## config.mk

```make
export PLATFORM = sky130hd
export DESIGN_NAME = tdm_mux4_flat
export DESIGN_NICKNAME = d
export VERILOG_FILES = /design/src/rtl/tdm_mux4_if.sv /design/src/rtl/tdm_mux4.sv /design/src/flat_wrapper.sv
export SDC_FILE = /design/constraint.sdc
export NUM_CORES = 1
export LEC_CHECK = 0
export ABC_AREA = 1
export CAP_MARGIN = 20
export CORE_ASPECT_RATIO = 1.25
export CORE_UTILIZATION = 38
export CTS_BUF_LIST = sky130_fd_sc_hd__clkbuf_4
export DETAILED_ROUTE_END_ITERATION = 8
export GPL_TIMING_DRIVEN = 0
export PLACE_DENSITY = 0.78
export SLEW_MARGIN = 20
export SYNTH_ARGS = -nofsm -noshare
export SYNTH_HDL_FRONTEND = slang
export SYNTH_SLANG_ARGS = --single-unit
```

## constraint.sdc

```tcl
create_clock -name clk -period 1.85 [get_ports clk]
set_clock_uncertainty 0.2 [all_clocks]
set_input_delay 0.37 -clock clk [delete_from_list [all_inputs] [get_ports clk]]
set_output_delay 0.37 -clock clk [all_outputs]
set_load 0.03 [all_outputs]
```

## src/rtl/tdm_mux4_if.sv

```systemverilog
// Channel-side and output-side signals of the 4:1 TDM merger.
// The master drives channel data/valid and output ready; the slave is the merger itself.
interface tdm_mux4_if #(
  parameter int WIDTH = 8
);
  logic [4*WIDTH-1:0] I;
  logic [3:0]         V;
  logic [3:0]         R;
  logic [WIDTH-1:0]   Y;
  logic [1:0]         S;
  logic               Yv;
  logic               Yr;

  modport master (
    output I, V, Yr,
    input  R, Y, S, Yv
  );

  modport slave (
    input  I, V, Yr,
    output R, Y, S, Yv
  );
endinterface

```

## src/rtl/tdm_mux4.sv

```systemverilog
// Round-robin 4:1 time-division merger with a single registered output word.
// Each accepted channel word appears on Y one cycle later, tagged with its channel index on S.
module tdm_mux4 #(
  parameter int WIDTH = 8
) (
  input  logic            clk,
  input  logic            rst_n,
  tdm_mux4_if.slave       bus
);

  logic [WIDTH-1:0] y_q, y_d;
  logic [1:0]       s_q, s_d;
  logic             yv_q, yv_d;
  logic [1:0]       ptr_q, ptr_d;

  logic [WIDTH-1:0] chan [4];
  logic             load;
  logic             grant_vld;
  logic [1:0]       grant;
  logic [1:0]       idx;
  logic             xfer;

  for (genvar k = 0; k < 4; k++) begin : g_chan
    assign chan[k] = bus.I[k*WIDTH +: WIDTH];
  end

  // Output register is free when empty or being drained in this same cycle.
  assign load = ~yv_q | bus.Yr;

  // Scan from the highest offset down so the nearest requester after ptr wins.
  always_comb begin
    grant_vld = 1'b0;
    grant     = ptr_q;
    idx       = ptr_q;
    for (int i = 3; i >= 0; i--) begin
      idx = ptr_q + 2'(i);
      if (bus.V[idx]) begin
        grant_vld = 1'b1;
        grant     = idx;
      end
    end
  end

  assign xfer  = rst_n & load & grant_vld;
  assign bus.R = xfer ? (4'b0001 << grant) : 4'b0000;

  always_comb begin
    y_d   = y_q;
    s_d   = s_q;
    yv_d  = yv_q;
    ptr_d = ptr_q;
    if (load) begin
      if (grant_vld) begin
        y_d   = chan[grant];
        s_d   = grant;
        yv_d  = 1'b1;
        ptr_d = grant + 2'd1;
      end else begin
        yv_d  = 1'b0;
      end
    end
  end

  always_ff @(posedge clk) begin
    if (!rst_n) begin
      y_q   <= '0;
      s_q   <= 2'b00;
      yv_q  <= 1'b0;
      ptr_q <= 2'b00;
    end else begin
      y_q   <= y_d;
      s_q   <= s_d;
      yv_q  <= yv_d;
      ptr_q <= ptr_d;
    end
  end

  assign bus.Y  = y_q;
  assign bus.S  = s_q;
  assign bus.Yv = yv_q;

endmodule

```

## src/flat_wrapper.sv

```systemverilog
// flat-port wrapper written by rule: the top's interface ports become plain ports
module tdm_mux4_flat 
#(
  parameter int WIDTH = 8
)
  (clk, rst_n, bus_I, bus_V, bus_Yr, bus_R, bus_Y, bus_S, bus_Yv);
  tdm_mux4_if #(.WIDTH(WIDTH)) bus_i ();
  input  logic clk;
  input  logic rst_n;
  input wire logic [$bits(bus_i.I)-1:0] bus_I;
  input wire logic [$bits(bus_i.V)-1:0] bus_V;
  input wire logic [$bits(bus_i.Yr)-1:0] bus_Yr;
  output wire logic [$bits(bus_i.R)-1:0] bus_R;
  output wire logic [$bits(bus_i.Y)-1:0] bus_Y;
  output wire logic [$bits(bus_i.S)-1:0] bus_S;
  output wire logic [$bits(bus_i.Yv)-1:0] bus_Yv;
  assign bus_i.I = bus_I;
  assign bus_i.V = bus_V;
  assign bus_i.Yr = bus_Yr;
  assign bus_R = bus_i.R;
  assign bus_Y = bus_i.Y;
  assign bus_S = bus_i.S;
  assign bus_Yv = bus_i.Yv;
  tdm_mux4 #(.WIDTH(WIDTH)) u_core (.clk(clk), .rst_n(rst_n), .bus(bus_i));
endmodule
```

==> results.md, run 1 <==
* Power per cell area at between 2000 and 2500 nW/µm²
* Failing checks: setup timing
* Mux cell area share after synthesis at 0%
* Antenna violations before repair at 0
* Nets@finish at slightly below 300
* Max stage delay cell, worst path: dfxtp_4
* Register area share after synthesis at between 20% and 30%
* DIE AREA at roughly 3200 µm²
* Status: complete, but fails checks
* Finished Cell Area at between 2000 and 2500 µm²
* Simple-gate area share of the yosys netlist at 52.9%
* Diodes inserted at 0
* WP data required at between 1 and 1.5 ns
* Max stage delay on crit path at about 0.40 ns
* Worst reg2reg path depth at 17
* Total clock buffers created by CTS at 3
* Layout cells sized above 1 at approximately 32%
* Synth Instances at 190
* CTS max path bufs at 2
* Site Rows at 21
* Routed via count at ~1500
* Netlist cell types at 22
* Port bufs at 53
* GRT Residual Overflow at 0
* MaxCap Viol Count at 0
* Dpl hpwl at 2.53 mm
* Drt pass-1 iters at 4
* Post-Place Worst Slack at -1.51 ns
* Total Neg Setup Slack at -5.71 ns
* Crit path depth at 14
* Min Tclk post-route at about 2.6 ns
* Worst Path Buf+Inv at 5
* F_max at 392 MHz
* Power Total at between 4 and 5 mW
* Critical Path AT at 1.98 ns
* Critical path, cell by cell: buf_8, nand2_4, nand2_4, nand2_4, nand2_4, inv_4, nand2_4, nand3_4, nand2_4, nand2_4, buf_8, buf_12, nor3_4, buf_6
* GRT Resource Usage Total at around 24%
* Worst Path Max Fanout at 5
* Slew @ Worst Pin at roughly 0.34 ns
* Critical path class: flip-flop to output pin
* Core Area at between 2000 and 3000 µm²
* Syn Area/Cell at between 5 and 6 µm²
* RSZ-0062 raised after global routing: yes
* CTS tree: yes
* Commonest cells after routing, fill and taps aside: clkdlybuf4s50_1, nor2_1, nand2_1
* Layout overhead on the synthesized area at 82.4%
* Max_slew headroom at ~77%
* First-pass GRT wire length at between 5 and 6 mm
* Yosys warnings at 0
* WL/cell at 13.1 µm
* H-Tree Depth at 1
* First DRT Iteration DRCs at 42
* Final worst setup slack at -0.703 ns
* Netlist Area Pre-Place at approximately 1100 µm²
* Peak supply drop at roughly 1200 µV
* GPL Wtd Cong at 0.816
* Seq cells post-synth at 13
* Adder and majority cell fraction of the synthesized area at 0%
* Cell repeated most along the worst path: nand2_4
* Num ports at 54
* Largest net degree at the start of global routing at 11
* Synthesized Nets at 229
* Clock root cell: clkbuf_4
* Initial Utilization at approximately two fifths
* Residual DRC count at 0
* Chip height at ~63 µm
* Crit path max-delay family: simple AND/OR/NAND/NOR gates
* Post-Synth XOR/XNOR Area at 0%
* Clock-pin slew on the worst setup and hold paths at approximately 0.090 ns
* Vias in the first global route at roughly 1400
* Static leakage at 1.02 nW
* Routed WL at around 3.8 mm
* Most common cell after layout, fill and taps aside: clkdlybuf4s50_1
* Vias per cell at between 5 and 6
* Final-report setup violation count at 16
* Die X at roughly 50 µm
* Crit path capture type: output pin
* Largest family of logic cells by synthesized area: simple AND/OR/NAND/NOR gates
* Sink Count at 13
* Pins Over Slew Limit at 0
* Dpl cell area at between 1500 and 2000 µm²
* Post-synthesis compound-gate area fraction at 9.59%
* Final hold violations at 0
* Count of hold-fix buffers inserted at cts at 0
* Hold WC Path Type: flip-flop to flip-flop
* WHS at approximately 0.28 ns
* Antenna-violating nets left at 0
* Final Cycle Share at 138%
* Worst setup SP type: flip-flop
* Hold depth at 2
* Clock latency on the worst-skew pair at ~0.28 ns
kinds of logic (layout without fill, tap and decap cells):
family / count (synthesis) / count (layout)
and+or+nand+nor: 124 / 124
AOI/OAI and AO/OA: 19 / 19
DFF: 13 / 13
buffers and inverters: 34 / 101
registers in the layout, summed over array words and instances (netlist names):
signal,count
u_core.bus.Yv,1
u_core.ptr_q,2
u_core.bus.S,2
u_core.bus.Y,8
per-layer routing:
metal	part of all wire [%]	track usage [%]
met5	0	0
met4	2.9	9.38
met3	4.7	3.62
met2	53	43.5
met1	40	27.7
worst register-to-register path: stages, from the launching register on:
cell and delay (ns):
dfxtp_4 0.40, buf_8 0.15, nand2_4 0.06, nand2_4 0.08, nand2_4 0.07, nand2_4 0.09
inv_4 0.05, nand2_4 0.08, nand3_4 0.07, nand2_4 0.09, nand2_4 0.05, buf_8 0.13
buf_12 0.13, buf_4 0.17, nand3_2 0.06, nand3_1 0.08, nor2_2 0.11, nor2_1 0.05
power breakdown:
group / leakage [nW] / total (mW) / switching (mW) / internal (mW)
clock network: 0.0184 / 0.199 / 0.100 / 0.0983
registers: 0.109 / 0.505 / 0.0927 / 0.412
logic: 0.895 / 3.59 / 2.16 / 1.43
through the flow:
stage	util [%]	instances
after global routing	75.0	291
after floorplan	-	190
after CTS	69.3	290
after detailed placement	63.4	277
after global placement	63.4	277
final	75.0	291
final timing paths:
kind	end	slack, ns	start
min	u_core.bus.S[0]	0.28	u_core.bus.S[0]
max	bus_R[0]	-0.70	u_core.ptr_q[0]
max reg2reg	u_core.bus.Y[2]	-0.37	u_core.ptr_q[0]
min reg2reg	u_core.bus.S[0]	0.28	u_core.bus.S[0]
area by class of cell:
cell class / count / area (µm²)
buffer: 9 / 108
clock buffer: 4 / 30.0
fill: 232 / 689
inverter: 25 / 111
multi-input combinational: 143 / 913
sequential: 13 / 268
tap: 34 / 42.5
timing repair buffer: 63 / 597
cells in the mapped netlist (all sizes together):
cell type	instances	area (µm²)
nand2	51	216
nor2	38	143
inv	25	93.8
nand3	24	160
dfxtp	13	260
o21ai	13	65.1
nand4	9	71.3
buf	8	67.6
a21oi	5	36.3
nor3	2	10.0
a21boi	1	7.51
clkbuf	1	3.75
timing repair:
| item | 4_1_cts | 5_1_grt |
|---|---|---|
| gates resized for setup | 74 | 40 |
| pin swaps | 14 | 12 |
| setup endpoints to repair | 25 | 18 |
| cloned | 1 | 1 |
| buffers inserted | 8 | 0 |
Power figures use the tool's default switching activity.
==> run 2: changes to the inputs <==
Settings changed: PLACE_DENSITY 0.78 to 0.75.
==> run 2 against run 1 <==
The flow still finishes with violations (setup timing); register-to-register slack worse by 0.19 ns; clock-buffer cell count is 1 lower; routed wire length is 1.4% higher; combinational power is 6.4% higher; die area stayed put; setup slack better by 0.0033 ns; sequential power is 3% lower; clock power is 9% lower; core utilization is 0.95 points higher; critical path type unchanged; via count is 1.7% higher; sequential share of layout area is 0.28 points lower.
==> results.md, run 2 (same netlist as run 1, synthesis figures left out) <==
* Final std cells w/o fill at about 300
* Diodes inserted at 0
* Port bufs at 53
* Final worst setup slack at -0.699 ns
* Dpl hpwl at roughly 2.4 mm
* Most common cell after layout, fill and taps aside: clkdlybuf4s50_1
* GPL Wtd Cong at about 0.89
* Static leakage at between 1 and 1.5 nW
* WL/cell at about 13 µm
* Count of hold-fix buffers inserted at cts at 0
* Routed via count at 1500
* H-Tree Depth at 1
* WHS at roughly 0.28 ns
* MaxCap Viol Count at 0
* Worst Setup SP: u_core.ptr_q[0]
* First-pass GRT wire length at between 6 and 7 mm
* Clock root cell: clkbuf_4
* Failing checks: setup timing
* Total clock buffers created by CTS at 3
* Antenna-violating nets left at 0
* Power Total at 4.49 mW
* CTS tree: yes
* Final Cycle Share at 138%
* Final-report setup violation count at 16
* CTS max path bufs at 2
* Sink Count at 13
* Drt pass-1 iters at 4
* GRT Residual Overflow at 0
* Initial Utilization at 41.1%
* Inst Count DP at ~280
* Chip height at between 60 and 70 µm
* GRT Resource Usage Total at 25.8%
* Layer with the highest usage: met2
* Critical path class: flip-flop to output pin
* First DRT Iteration DRCs at 37
* Largest register FFs at 8
* Layout cells sized above 1 at 35.8%
* RSZ-0062 raised after global routing: yes
* Commonest cells after routing, fill and taps aside: clkdlybuf4s50_1, nand2_1, nor2_1
* Pins Over Slew Limit at 0
* Worst Path Max Fanout at 5
* Crit path capture type: output pin
* Power per cell area at 2140 nW/µm²
* Core Area at 2760 µm²
* Num ports at 54
* Status: complete, but fails checks
* Layout overhead on the synthesized area at 84.7%
* Hold Startpoint: u_core.bus.S[0]
* Vias in the first global route at about 1500
* DIE AREA at 3210 µm²
* Min Tclk post-route at 2.55 ns
* Slew @ Worst Pin at 0.380 ns
* Met3 Use GR at under 10%
* Max_slew headroom at approximately three quarters
* Hold WC Path Type: flip-flop to flip-flop
* Met1 capacity usage during global routing at 28.6%
* Clock latency on the worst-skew pair at 0.28 ns
* Met2 Resource Use GR at between 40% and 50%
* Worst setup SP type: flip-flop
* Site Rows at 21
* Fillers at approximately 220
* F_max at 392 MHz
* Worst r2r src: u_core.ptr_q[0]
* Nets@finish at between 300 and 400
* Critical Path AT at 1.98 ns
* Largest net degree at the start of global routing at 11
* WP data required at between 1 and 1.5 ns
* Peak supply drop at 1210 µV
* Final hold violations at 0
* Residual DRC count at 0
* Clock-pin slew on the worst setup and hold paths at ~0.09 ns
* Routed WL at ~3.9 mm
* Antenna violations before repair at 0
* Vias per cell at 4.97
* Die X at approximately 50 µm
run 2: worst max-delay path, cell delays in order (launching register included):
cell,delay [ns]
dfxtp_4,0.40
buf_6,0.12
nand2_1,0.06
nand2_2,0.11
nand2_4,0.08
nand2_4,0.07
inv_4,0.04
nand2_4,0.07
nand3_4,0.08
nand2_4,0.09
nand2_4,0.05
buf_8,0.13
buf_12,0.12
nor3_4,0.11
buf_6,0.15
run 2: where the power goes:
part | switching, mW | total (mW) | internal [mW]
logic | 2.18 | 3.82 | 1.64
clock network | 0.102 | 0.182 | 0.0803
registers | 0.0828 | 0.492 | 0.409
total | 2.36 | 4.49 | 2.13
run 2: final cells by class:
type                       instances  area, µm²  area share (%)
clock buffer                       3       22.5            1.07
inverter                          25        106            5.07
clock inverter                     1       5.00           0.239
timing repair buffer              74        682            32.5
multi-input combinational        143        865            41.3
tap                               34       42.5            2.03
buffer                             9        108            5.13
sequential                        13        265            12.7
run 2: stage by stage:
step | setup TNS [ns] | setup slack (ns) | instance area [µm²] | util, %
after floorplan | -1.57 | -0.394 | 1180 | -
after global placement | -14.37 | -1.49 | 1750 | 63.4
after detailed placement | -14.06 | -1.50 | 1750 | 63.4
after CTS | -4.98 | -0.628 | 2030 | 73.6
after global routing | -7.89 | -0.805 | 2100 | 76.0
final | -6.29 | -0.699 | 2100 | 76.0
run 2: metal layers:
layer,vias up,part of all wire [%]
li1,764,-
met1,668,39
met2,60,52
met3,8,6.5
met4,0,2.1
met5,-,0
run 2: path summary, 6_finish.rpt:
path              slack [ns]         endpoint  cells past startpoint
setup / recovery       -0.70         bus_R[0]                     14
hold / removal          0.28  u_core.bus.S[0]                      2
setup reg to reg       -0.56  u_core.bus.Y[0]                     17
hold reg to reg         0.28  u_core.bus.S[0]                      2
run 2: what timing repair did:
action | CTS | global route
setup endpoints to repair | 27 | 16
gates resized for setup | 88 | 16
pin swaps | 14 | 4
gates cloned | 1 | 0
setup buffers | 18 | 2
==> run 3: changes to the inputs <==
Settings changed: GPL_ROUTABILITY_DRIVEN from default to 0.
==> results of run 3 <==
Same layout as run 2: the final DEF is identical, and so are final timing and power.
